File: config.mk
export PLATFORM = sky130hd
export DESIGN_NAME = iter_alu
export DESIGN_NICKNAME = d
export VERILOG_FILES = /design/src/rtl/iter_alu_pkg.sv /design/src/rtl/iter_alu_div.sv /design/src/rtl/iter_alu.sv
export SDC_FILE = /design/constraint.sdc
export NUM_CORES = 1
export LEC_CHECK = 0
export CELL_PAD_IN_SITES_DETAIL_PLACEMENT = 0
export CELL_PAD_IN_SITES_GLOBAL_PLACEMENT = 1
export CORE_UTILIZATION = 49
export CTS_CLUSTER_DIAMETER = 40
export DETAILED_ROUTE_END_ITERATION = 8
export GPL_TIMING_DRIVEN = 0
export HOLD_SLACK_MARGIN = 0.06
export PLACE_DENSITY_LB_ADDON = 0.1
export SLEW_MARGIN = 20
export SYNTH_ARGS = -nofsm -noshare
export SYNTH_HDL_FRONTEND = slang
export SYNTH_HIERARCHICAL = 1
export SYNTH_SLANG_ARGS = --single-unit
File: constraint.sdc
create_clock -name clk -period 9.81 [get_ports clk]
set_input_delay 0.981 -clock clk [delete_from_list [all_inputs] [get_ports clk]]
set_output_delay 0.981 -clock clk [all_outputs]
set_load 0.005 [all_outputs]
File: src/rtl/iter_alu_pkg.sv
// iter_alu_pkg: opcode, FSM-state and M-extension funct3 definitions for iter_alu.
package iter_alu_pkg;

  typedef enum logic [3:0] {
    ALU_ADD   = 4'b0000,
    ALU_SUB   = 4'b0001,
    ALU_PASSB = 4'b0011,
    ALU_OR    = 4'b0100,
    ALU_AND   = 4'b0101,
    ALU_XOR   = 4'b0111,
    ALU_SLL   = 4'b1000,
    ALU_SRL   = 4'b1001,
    ALU_SRA   = 4'b1010,
    ALU_SLT   = 4'b1101,
    ALU_SLTU  = 4'b1111
  } alu_op_e;

  typedef enum logic [1:0] {
    ST_IDLE,
    ST_MUL,
    ST_DIV,
    ST_DONE
  } state_e;

  localparam logic [2:0] F3_MUL    = 3'b000;
  localparam logic [2:0] F3_MULH   = 3'b001;
  localparam logic [2:0] F3_MULHSU = 3'b010;
  localparam logic [2:0] F3_MULHU  = 3'b011;
  localparam logic [2:0] F3_DIV    = 3'b100;
  localparam logic [2:0] F3_DIVU   = 3'b101;
  localparam logic [2:0] F3_REM    = 3'b110;
  localparam logic [2:0] F3_REMU   = 3'b111;

endpackage

File: src/rtl/iter_alu_div.sv
// iter_alu_div: unsigned restoring divider, one quotient bit per cycle (built under ITER_ALU_DIV_EN).
// o_done/o_quo/o_rem reflect the final step combinationally so the caller captures on that edge.
`ifdef ITER_ALU_DIV_EN
module iter_alu_div #(
  parameter int XLEN = 32
) (
  input  logic            clk,
  input  logic            rst_n,
  input  logic            i_start,
  input  logic [XLEN-1:0] i_dividend,
  input  logic [XLEN-1:0] i_divisor,
  output logic            o_done,
  output logic [XLEN-1:0] o_quo,
  output logic [XLEN-1:0] o_rem
);
  localparam int CW = $clog2(XLEN) + 1;

  logic [CW-1:0]   r_cnt;
  logic [XLEN-1:0] r_quo, r_rem, r_dvs;
  logic [XLEN:0]   w_part, w_diff;
  logic            w_ge;

  // Partial remainder never exceeds 2*divisor-1, so the difference MSB is a clean borrow.
  assign w_part = {r_rem, r_quo[XLEN-1]};
  assign w_diff = w_part - {1'b0, r_dvs};
  assign w_ge   = ~w_diff[XLEN];
  assign o_rem  = w_ge ? w_diff[XLEN-1:0] : w_part[XLEN-1:0];
  assign o_quo  = {r_quo[XLEN-2:0], w_ge};
  assign o_done = (r_cnt == CW'(1));

  always_ff @(posedge clk or negedge rst_n) begin
    if (!rst_n) begin
      r_cnt <= '0;
      r_quo <= '0;
      r_rem <= '0;
      r_dvs <= '0;
    end else if (i_start) begin
      r_cnt <= CW'(XLEN);
      r_quo <= i_dividend;
      r_rem <= '0;
      r_dvs <= i_divisor;
    end else if (r_cnt != '0) begin
      r_cnt <= r_cnt - CW'(1);
      r_quo <= o_quo;
      r_rem <= o_rem;
    end
  end
endmodule
`endif

File: src/rtl/iter_alu.sv
// iter_alu: single-issue ALU; base ops in one cycle, RV M-extension mul/div iterated one bit per cycle.
// Define ITER_ALU_DIV_EN to build the divider; otherwise div/rem return all-ones at latency 1.
module iter_alu
  import iter_alu_pkg::*;
#(
  parameter int XLEN = 32,
  parameter int SHW  = $clog2(XLEN)
) (
  input  logic            clk,
  input  logic            rst_n,
  input  logic            in_valid,
  output logic            in_ready,
  input  logic [4:0]      op,
  input  logic [XLEN-1:0] a,
  input  logic [XLEN-1:0] b,
  output logic            out_valid,
  input  logic            out_ready,
  output logic [XLEN-1:0] result,
  output logic            cf,
  output logic            zf,
  output logic            sf,
  output logic            vf,
  output logic            busy
);
  localparam int CW = $clog2(XLEN) + 1;

  state_e            r_state;
  logic [XLEN-1:0]   r_result, r_mcand;
  logic              r_cf, r_zf, r_sf, r_vf, r_out_valid, r_busy, r_neg;
  logic [CW-1:0]     r_cnt;
  logic [2*XLEN-1:0] r_acc;
  logic [2:0]        r_f3;

  logic              w_accept, w_sub, w_cout, w_vf, w_a_sgn, w_b_sgn;
  logic [XLEN-1:0]   w_bx, w_sum, w_base_res, w_a_mag, w_b_mag, w_mul_res;
  logic [XLEN:0]     w_msum;
  logic [2*XLEN-1:0] w_acc_nxt, w_prod;

  assign in_ready  = (r_state == ST_IDLE) || (r_state == ST_DONE && out_ready);
  assign w_accept  = in_valid && in_ready;
  assign out_valid = r_out_valid;
  assign busy      = r_busy;
  assign result    = r_result;
  assign {cf, zf, sf, vf} = {r_cf, r_zf, r_sf, r_vf};

  // The adder subtracts whenever op[0] is set, so slt/sltu and undefined codes share its flags.
  assign w_sub = op[0];
  assign w_bx  = w_sub ? ~b : b;
  assign {w_cout, w_sum} = {1'b0, a} + {1'b0, w_bx} + {{XLEN{1'b0}}, w_sub};
  assign w_vf  = (a[XLEN-1] == w_bx[XLEN-1]) && (w_sum[XLEN-1] != a[XLEN-1]);

  always_comb begin
    w_base_res = '0;
    case (op[3:0])
      ALU_ADD, ALU_SUB: w_base_res = w_sum;
      ALU_PASSB:        w_base_res = b;
      ALU_OR:           w_base_res = a | b;
      ALU_AND:          w_base_res = a & b;
      ALU_XOR:          w_base_res = a ^ b;
      ALU_SLL:          w_base_res = a << b[SHW-1:0];
      ALU_SRL:          w_base_res = a >> b[SHW-1:0];
      ALU_SRA:          w_base_res = $signed(a) >>> b[SHW-1:0];
      ALU_SLT:          w_base_res = {{(XLEN-1){1'b0}}, w_sum[XLEN-1] ^ w_vf};
      ALU_SLTU:         w_base_res = {{(XLEN-1){1'b0}}, ~w_cout};
      default:          w_base_res = '0;
    endcase
  end

  // Mul and div both iterate on magnitudes; signedness of each operand depends on funct3.
  assign w_a_sgn = a[XLEN-1] && (op[2:0] == F3_MULH || op[2:0] == F3_MULHSU ||
                                 op[2:0] == F3_DIV  || op[2:0] == F3_REM);
  assign w_b_sgn = b[XLEN-1] && (op[2:0] == F3_MULH || op[2:0] == F3_DIV || op[2:0] == F3_REM);
  assign w_a_mag = w_a_sgn ? -a : a;
  assign w_b_mag = w_b_sgn ? -b : b;

  assign w_msum    = {1'b0, r_acc[2*XLEN-1:XLEN]} + (r_acc[0] ? {1'b0, r_mcand} : '0);
  assign w_acc_nxt = {w_msum, r_acc[XLEN-1:1]};
  assign w_prod    = r_neg ? -w_acc_nxt : w_acc_nxt;
  assign w_mul_res = (r_f3 == F3_MUL) ? w_prod[XLEN-1:0] : w_prod[2*XLEN-1:XLEN];

`ifdef ITER_ALU_DIV_EN
  localparam logic [XLEN-1:0] MINV = {1'b1, {(XLEN-1){1'b0}}};
  logic            r_qneg, r_rneg;
  logic            w_div0, w_ovf, w_div_start, w_div_done;
  logic [XLEN-1:0] w_spec_res, w_quo, w_rem, w_div_res;

  assign w_div0      = (b == '0);
  assign w_ovf       = !op[0] && (a == MINV) && (&b);
  assign w_spec_res  = op[1] ? (w_div0 ? a : '0) : (w_div0 ? '1 : a);
  assign w_div_start = w_accept && op[4] && op[2] && !w_div0 && !w_ovf;
  assign w_div_res   = r_f3[1] ? (r_rneg ? -w_rem : w_rem) : (r_qneg ? -w_quo : w_quo);

  iter_alu_div #(.XLEN(XLEN)) u_div (
    .clk        (clk),
    .rst_n      (rst_n),
    .i_start    (w_div_start),
    .i_dividend (w_a_mag),
    .i_divisor  (w_b_mag),
    .o_done     (w_div_done),
    .o_quo      (w_quo),
    .o_rem      (w_rem)
  );
`endif

  always_ff @(posedge clk or negedge rst_n) begin
    if (!rst_n) begin
      r_state     <= ST_IDLE;
      r_out_valid <= 1'b0;
      r_busy      <= 1'b0;
      r_result    <= '0;
      {r_cf, r_zf, r_sf, r_vf} <= 4'b0;
      r_cnt       <= '0;
      r_acc       <= '0;
      r_mcand     <= '0;
      r_neg       <= 1'b0;
      r_f3        <= '0;
`ifdef ITER_ALU_DIV_EN
      r_qneg      <= 1'b0;
      r_rneg      <= 1'b0;
`endif
    end else begin
      case (r_state)
        ST_MUL: begin
          r_acc <= w_acc_nxt;
          r_cnt <= r_cnt - CW'(1);
          if (r_cnt == CW'(1)) begin
            r_state     <= ST_DONE;
            r_busy      <= 1'b0;
            r_out_valid <= 1'b1;
            r_result    <= w_mul_res;
            {r_cf, r_zf, r_sf, r_vf} <= {1'b0, w_mul_res == '0, 2'b00};
          end
        end
`ifdef ITER_ALU_DIV_EN
        ST_DIV: if (w_div_done) begin
          r_state     <= ST_DONE;
          r_busy      <= 1'b0;
          r_out_valid <= 1'b1;
          r_result    <= w_div_res;
          {r_cf, r_zf, r_sf, r_vf} <= {1'b0, w_div_res == '0, 2'b00};
        end
`endif
        ST_DONE: if (out_ready) begin
          r_state     <= ST_IDLE;
          r_out_valid <= 1'b0;
        end
        default: ;
      endcase

      // A new accept (IDLE, or DONE during handoff) overrides the retirement above.
      if (w_accept) begin
        r_f3 <= op[2:0];
        if (!op[4]) begin
          r_state     <= ST_DONE;
          r_out_valid <= 1'b1;
          r_result    <= w_base_res;
          {r_cf, r_zf, r_sf, r_vf} <= {w_cout, w_sum == '0, w_sum[XLEN-1], w_vf};
        end else if (!op[2]) begin
          r_state     <= ST_MUL;
          r_busy      <= 1'b1;
          r_out_valid <= 1'b0;
          r_cnt       <= CW'(XLEN);
          r_acc       <= {{XLEN{1'b0}}, w_b_mag};
          r_mcand     <= w_a_mag;
          r_neg       <= w_a_sgn ^ w_b_sgn;
        end
`ifdef ITER_ALU_DIV_EN
        else if (w_div0 || w_ovf) begin
          r_state     <= ST_DONE;
          r_out_valid <= 1'b1;
          r_result    <= w_spec_res;
          {r_cf, r_zf, r_sf, r_vf} <= {1'b0, w_spec_res == '0, 2'b00};
        end else begin
          r_state     <= ST_DIV;
          r_busy      <= 1'b1;
          r_out_valid <= 1'b0;
          r_qneg      <= w_a_sgn ^ w_b_sgn;
          r_rneg      <= w_a_sgn;
        end
`else
        else begin
          r_state     <= ST_DONE;
          r_out_valid <= 1'b1;
          r_result    <= '1;
          {r_cf, r_zf, r_sf, r_vf} <= 4'b0;
        end
`endif
      end
    end
  end
endmodule

==> results.cfg <==
[clock_network]
hold_buffers = 0
clk_transition_reported_paths_ps = 60
cts_tree = built
cts_inserted_buffers = 17
cts-resized-gates = 0
cts_buffer_depth = 2
postCtsSetupRepairBufs = 0
tritoncts_num_sinks = 145
clockRootBuffer = sky130_fd_sc_hd__clkbuf_16
clock_insertion_delay_at_the_later_pin_of_the_skew_report_ps = 450
htree_num_levels = 4

[synthesis]
adder_and_majority_gate_portion_of_the_synthesized_area = 0.0913
synth.avg_cell_area_um2 = 7.35
synthSimpleGateAreaFrac = 0.211
yosys-top-cells-count = sky130_fd_sc_hd__nand2_1 (281), sky130_fd_sc_hd__nor2_1 (239), sky130_fd_sc_hd__o21ai_0 (232)
synth_top_area_cell = sky130_fd_sc_hd__dfrtp_1
post_synth_main_area_contributors = sky130_fd_sc_hd__dfrtp_1 (19%), sky130_fd_sc_hd__ha_1 (8.9%), sky130_fd_sc_hd__o21ai_0 (6.2%), sky130_fd_sc_hd__a21oi_1 (6.2%), sky130_fd_sc_hd__nand2_1 (5.7%)
synth.mux.area_fraction = 0.0763
synthMostInstantiatedCell = sky130_fd_sc_hd__nand2_1
synth_compound_gate_area_share = 0.285
synth_sequential_area_ratio = 0.194
ys.flop_type = sky130_fd_sc_hd__dfrtp_1
post_synth_xor_area_fraction = 0.0873
flip_flop_and_latch_count_after_synthesis = 145
number_of_cells_produced_by_synthesis = 2537
syn_area_um2 = 18700
synth.top_cell.area_share = 0.194
post_synth_num_cell_types = 89
ys_warn_count = 6
synth_top_family_by_area = compound AO/OA/AOI/OAI gates
synth_fp_nets = 2745
synth-async-reset-ratio = 1.00
number_of_synthesized_flops_with_an_enable_pin = 0

[die]
floorplan.die_area_um2 = 38900
boundaryPins = 112
initial_core_util = 0.497
core_area_um2 = 37600
core.rowCount = 71
die_height_um = 197
die_x_um = 197

[outcome]
status = complete, no violations

[global_routing]
grt_util_met3 = 0.128
grt.total_usage = 0.471
grt_antenna_before_repair = 6
gr-usage-met2 = 0.704
gr-usage-met1 = 0.574
sum_of_overflow_across_all_layers_after_global_routing = 0
top_usage_layer = met2
grt_first_pass_wirelength_um = 133000
grt_pass1_vias = 20400
grt_start_max_net_pins = 75

[power]
vdd.ir_drop.worst_v = 0.000131
leakagePower_nw = 8.24
power_per_cell_area_nw_per_um2 = 112
total_power_w = 0.00236

[routing]
final_routed_wirelength_um = 92200
wl_per_cell_um = 28.9
drt_pass1_iterations = 8
first_iter_violations = 3203
vias = 21800
antenna_violating_nets_post_route = 0
remaining_drc_errors = 0
avgViaCountPerCell = 6.84

[timing]
period_minus_ws_final_ps = 8100
normalized_max_slew_margin = 0.186
final-hold-violation-count = 0
clock_skew_ps = 11.2
setup_viol = 0
timing_worst_slew_pin_value_ps = 1220
timing.fmax_ghz = 0.123
final_min_period_over_clock_period = 0.825
rsz0062_at_grt = false
whs_ps = 465
slew_violations = 0
setup-tns-final_ps = 0

[critical_path]
critical_path_capture_point_type = register
start_point_of_the_critical_path = b[1]
start_kind = input pin
cpPeakStageDelay_ps = 700
cpLargestDelayFamily = buffers and inverters
data_required_time_of_the_worst_path_ps = 10130
crit_chain = clkdlybuf4s50_1, clkbuf_1, clkbuf_1, clkbuf_1, clkbuf_1, clkbuf_1, xor2_1, ha_1, nand2_1, o211ai_1, a32o_1, nor2_1, nor4_1, nand4_1, or4_1, nor4b_1, nand4_1, nor4b_1, nand4b_1, or4_1, o31ai_1
r2r_start = r_acc[0]
critPathBufInv = 6
worst-endpoint-arrival_ps = 8420
critPathMostFrequentCell = sky130_fd_sc_hd__clkbuf_1
critical_path_peak_fanout = 10
slowest_stage = sky130_fd_sc_hd__clkbuf_1
critical_path_class = in -> reg

[worst_hold_path]
hold_class = in -> async

[cells_and_area]
areaGrowthSynthToFinish_pct = 12.8
nNetsFinal = 2876
num-fill-cells = 3723
drive_gt1_frac = 0.0347

[place]
gp_routability_congestion = 1.13
buffer_ports.inserted = 111
hpwl_um = 72800

[job]
max_cap_viols = 0
## flip-flops by register name, summed over array words and instances (netlist names)
name,flops
r_state,2
r_neg,1
r_f3,3
r_acc,64
result,32
r_cnt,6
sf,1
busy,1
cf,1
vf,1
r_mcand,32
zf,1
## worst reg2reg max path, cell delays in order, from the launching register on
cell and delay, ps:
sky130_fd_sc_hd__dfrtp_1 450, sky130_fd_sc_hd__clkbuf_1 210, sky130_fd_sc_hd__and2_1 180, sky130_fd_sc_hd__ha_1 230, sky130_fd_sc_hd__fa_1 470, sky130_fd_sc_hd__a211oi_1 520, sky130_fd_sc_hd__o31ai_1 310, sky130_fd_sc_hd__a22oi_1 360
sky130_fd_sc_hd__a221oi_1 280, sky130_fd_sc_hd__a31oi_1 500, sky130_fd_sc_hd__or4b_1 510, sky130_fd_sc_hd__clkbuf_1 210, sky130_fd_sc_hd__or3_4 450, sky130_fd_sc_hd__o31ai_1 260, sky130_fd_sc_hd__xor2_1 310, sky130_fd_sc_hd__o21ai_0 220
sky130_fd_sc_hd__nand2b_1 220, sky130_fd_sc_hd__o41a_1 470, sky130_fd_sc_hd__o31ai_1 140
## cells in the final DEF (no fill, tap or decap), drive strengths merged, types with 42 or more instances in the layout
| master | n |
|---|---|
| nand3 | 42 |
| o21ai | 235 |
| inv | 92 |
| ha | 133 |
| mux2i | 104 |
| dfrtp | 145 |
| nand2 | 281 |
| clkdlybuf4s50 | 110 |
| and2 | 54 |
| xnor2 | 120 |
| clkbuf | 170 |
| nor3 | 49 |
| nor2 | 239 |
| a21oi | 231 |
| xor2 | 66 |
## routing by layer
metal / share of wire / wire length [um]
met2: 0.42 / 38600
met5: 0.00046 / 42
met1: 0.37 / 34300
met4: 0.093 / 8540
met3: 0.12 / 10700
## per-stage QoR
step	setup slack (ps)	std cells	area [um^2]	util
after CTS	2090	3191	21000	0.560
final	1710	3192	21000	0.560
after detailed placement	1640	3160	20500	0.544
after global placement	1670	3159	20400	0.543
after global routing	1660	3191	21000	0.560
after floorplan	4160	2537	18700	-
## area by class of cell
type / count / area [um^2] / area share
Antenna cell: 1 / 2.50 / 0.000119
Buffer: 176 / 663 / 0.0315
Clock buffer: 19 / 443 / 0.0210
Clock inverter: 12 / 135 / 0.00642
Inverter: 92 / 345 / 0.0164
Multi-Input combinational cell: 2124 / 14000 / 0.667
Sequential cell: 145 / 3630 / 0.172
Tap cell: 511 / 639 / 0.0304
Timing Repair Buffer: 112 / 1140 / 0.0543
## cells by family after synthesis
| kind of cell | Yosys count |
|---|---|
| AOI/OAI and AO/OA | 843 |
| and+or+nand+nor | 834 |
| buffers and inverters | 268 |
| xor gates and xnor gates | 186 |
| DFF | 145 |
| adders and majority gates | 135 |
| muxes | 126 |
## path summary, 6_finish.rpt
path / slack [ps] / cells after the start / end
min in group clk: 480 / 2 / cf
setup / recovery: 1710 / 21 / zf
hold reg to reg: 480 / 2 / cf
setup reg to reg: 3360 / 18 / zf
max in group asynchronous: 8560 / 2 / cf
hold / removal: 470 / 1 / r_acc[51]
## power breakdown
part / leakage, nW / total (W) / switching, W / internal [W]
Combinational: 6.36 / 0.00106 / 0.000703 / 0.000352
Sequential: 1.61 / 0.000647 / 0.0000242 / 0.000623
Clock: 0.272 / 0.000661 / 0.000281 / 0.000380
Total: 8.24 / 0.00236 / 0.00101 / 0.00136
(Power assumes the default switching activity.)
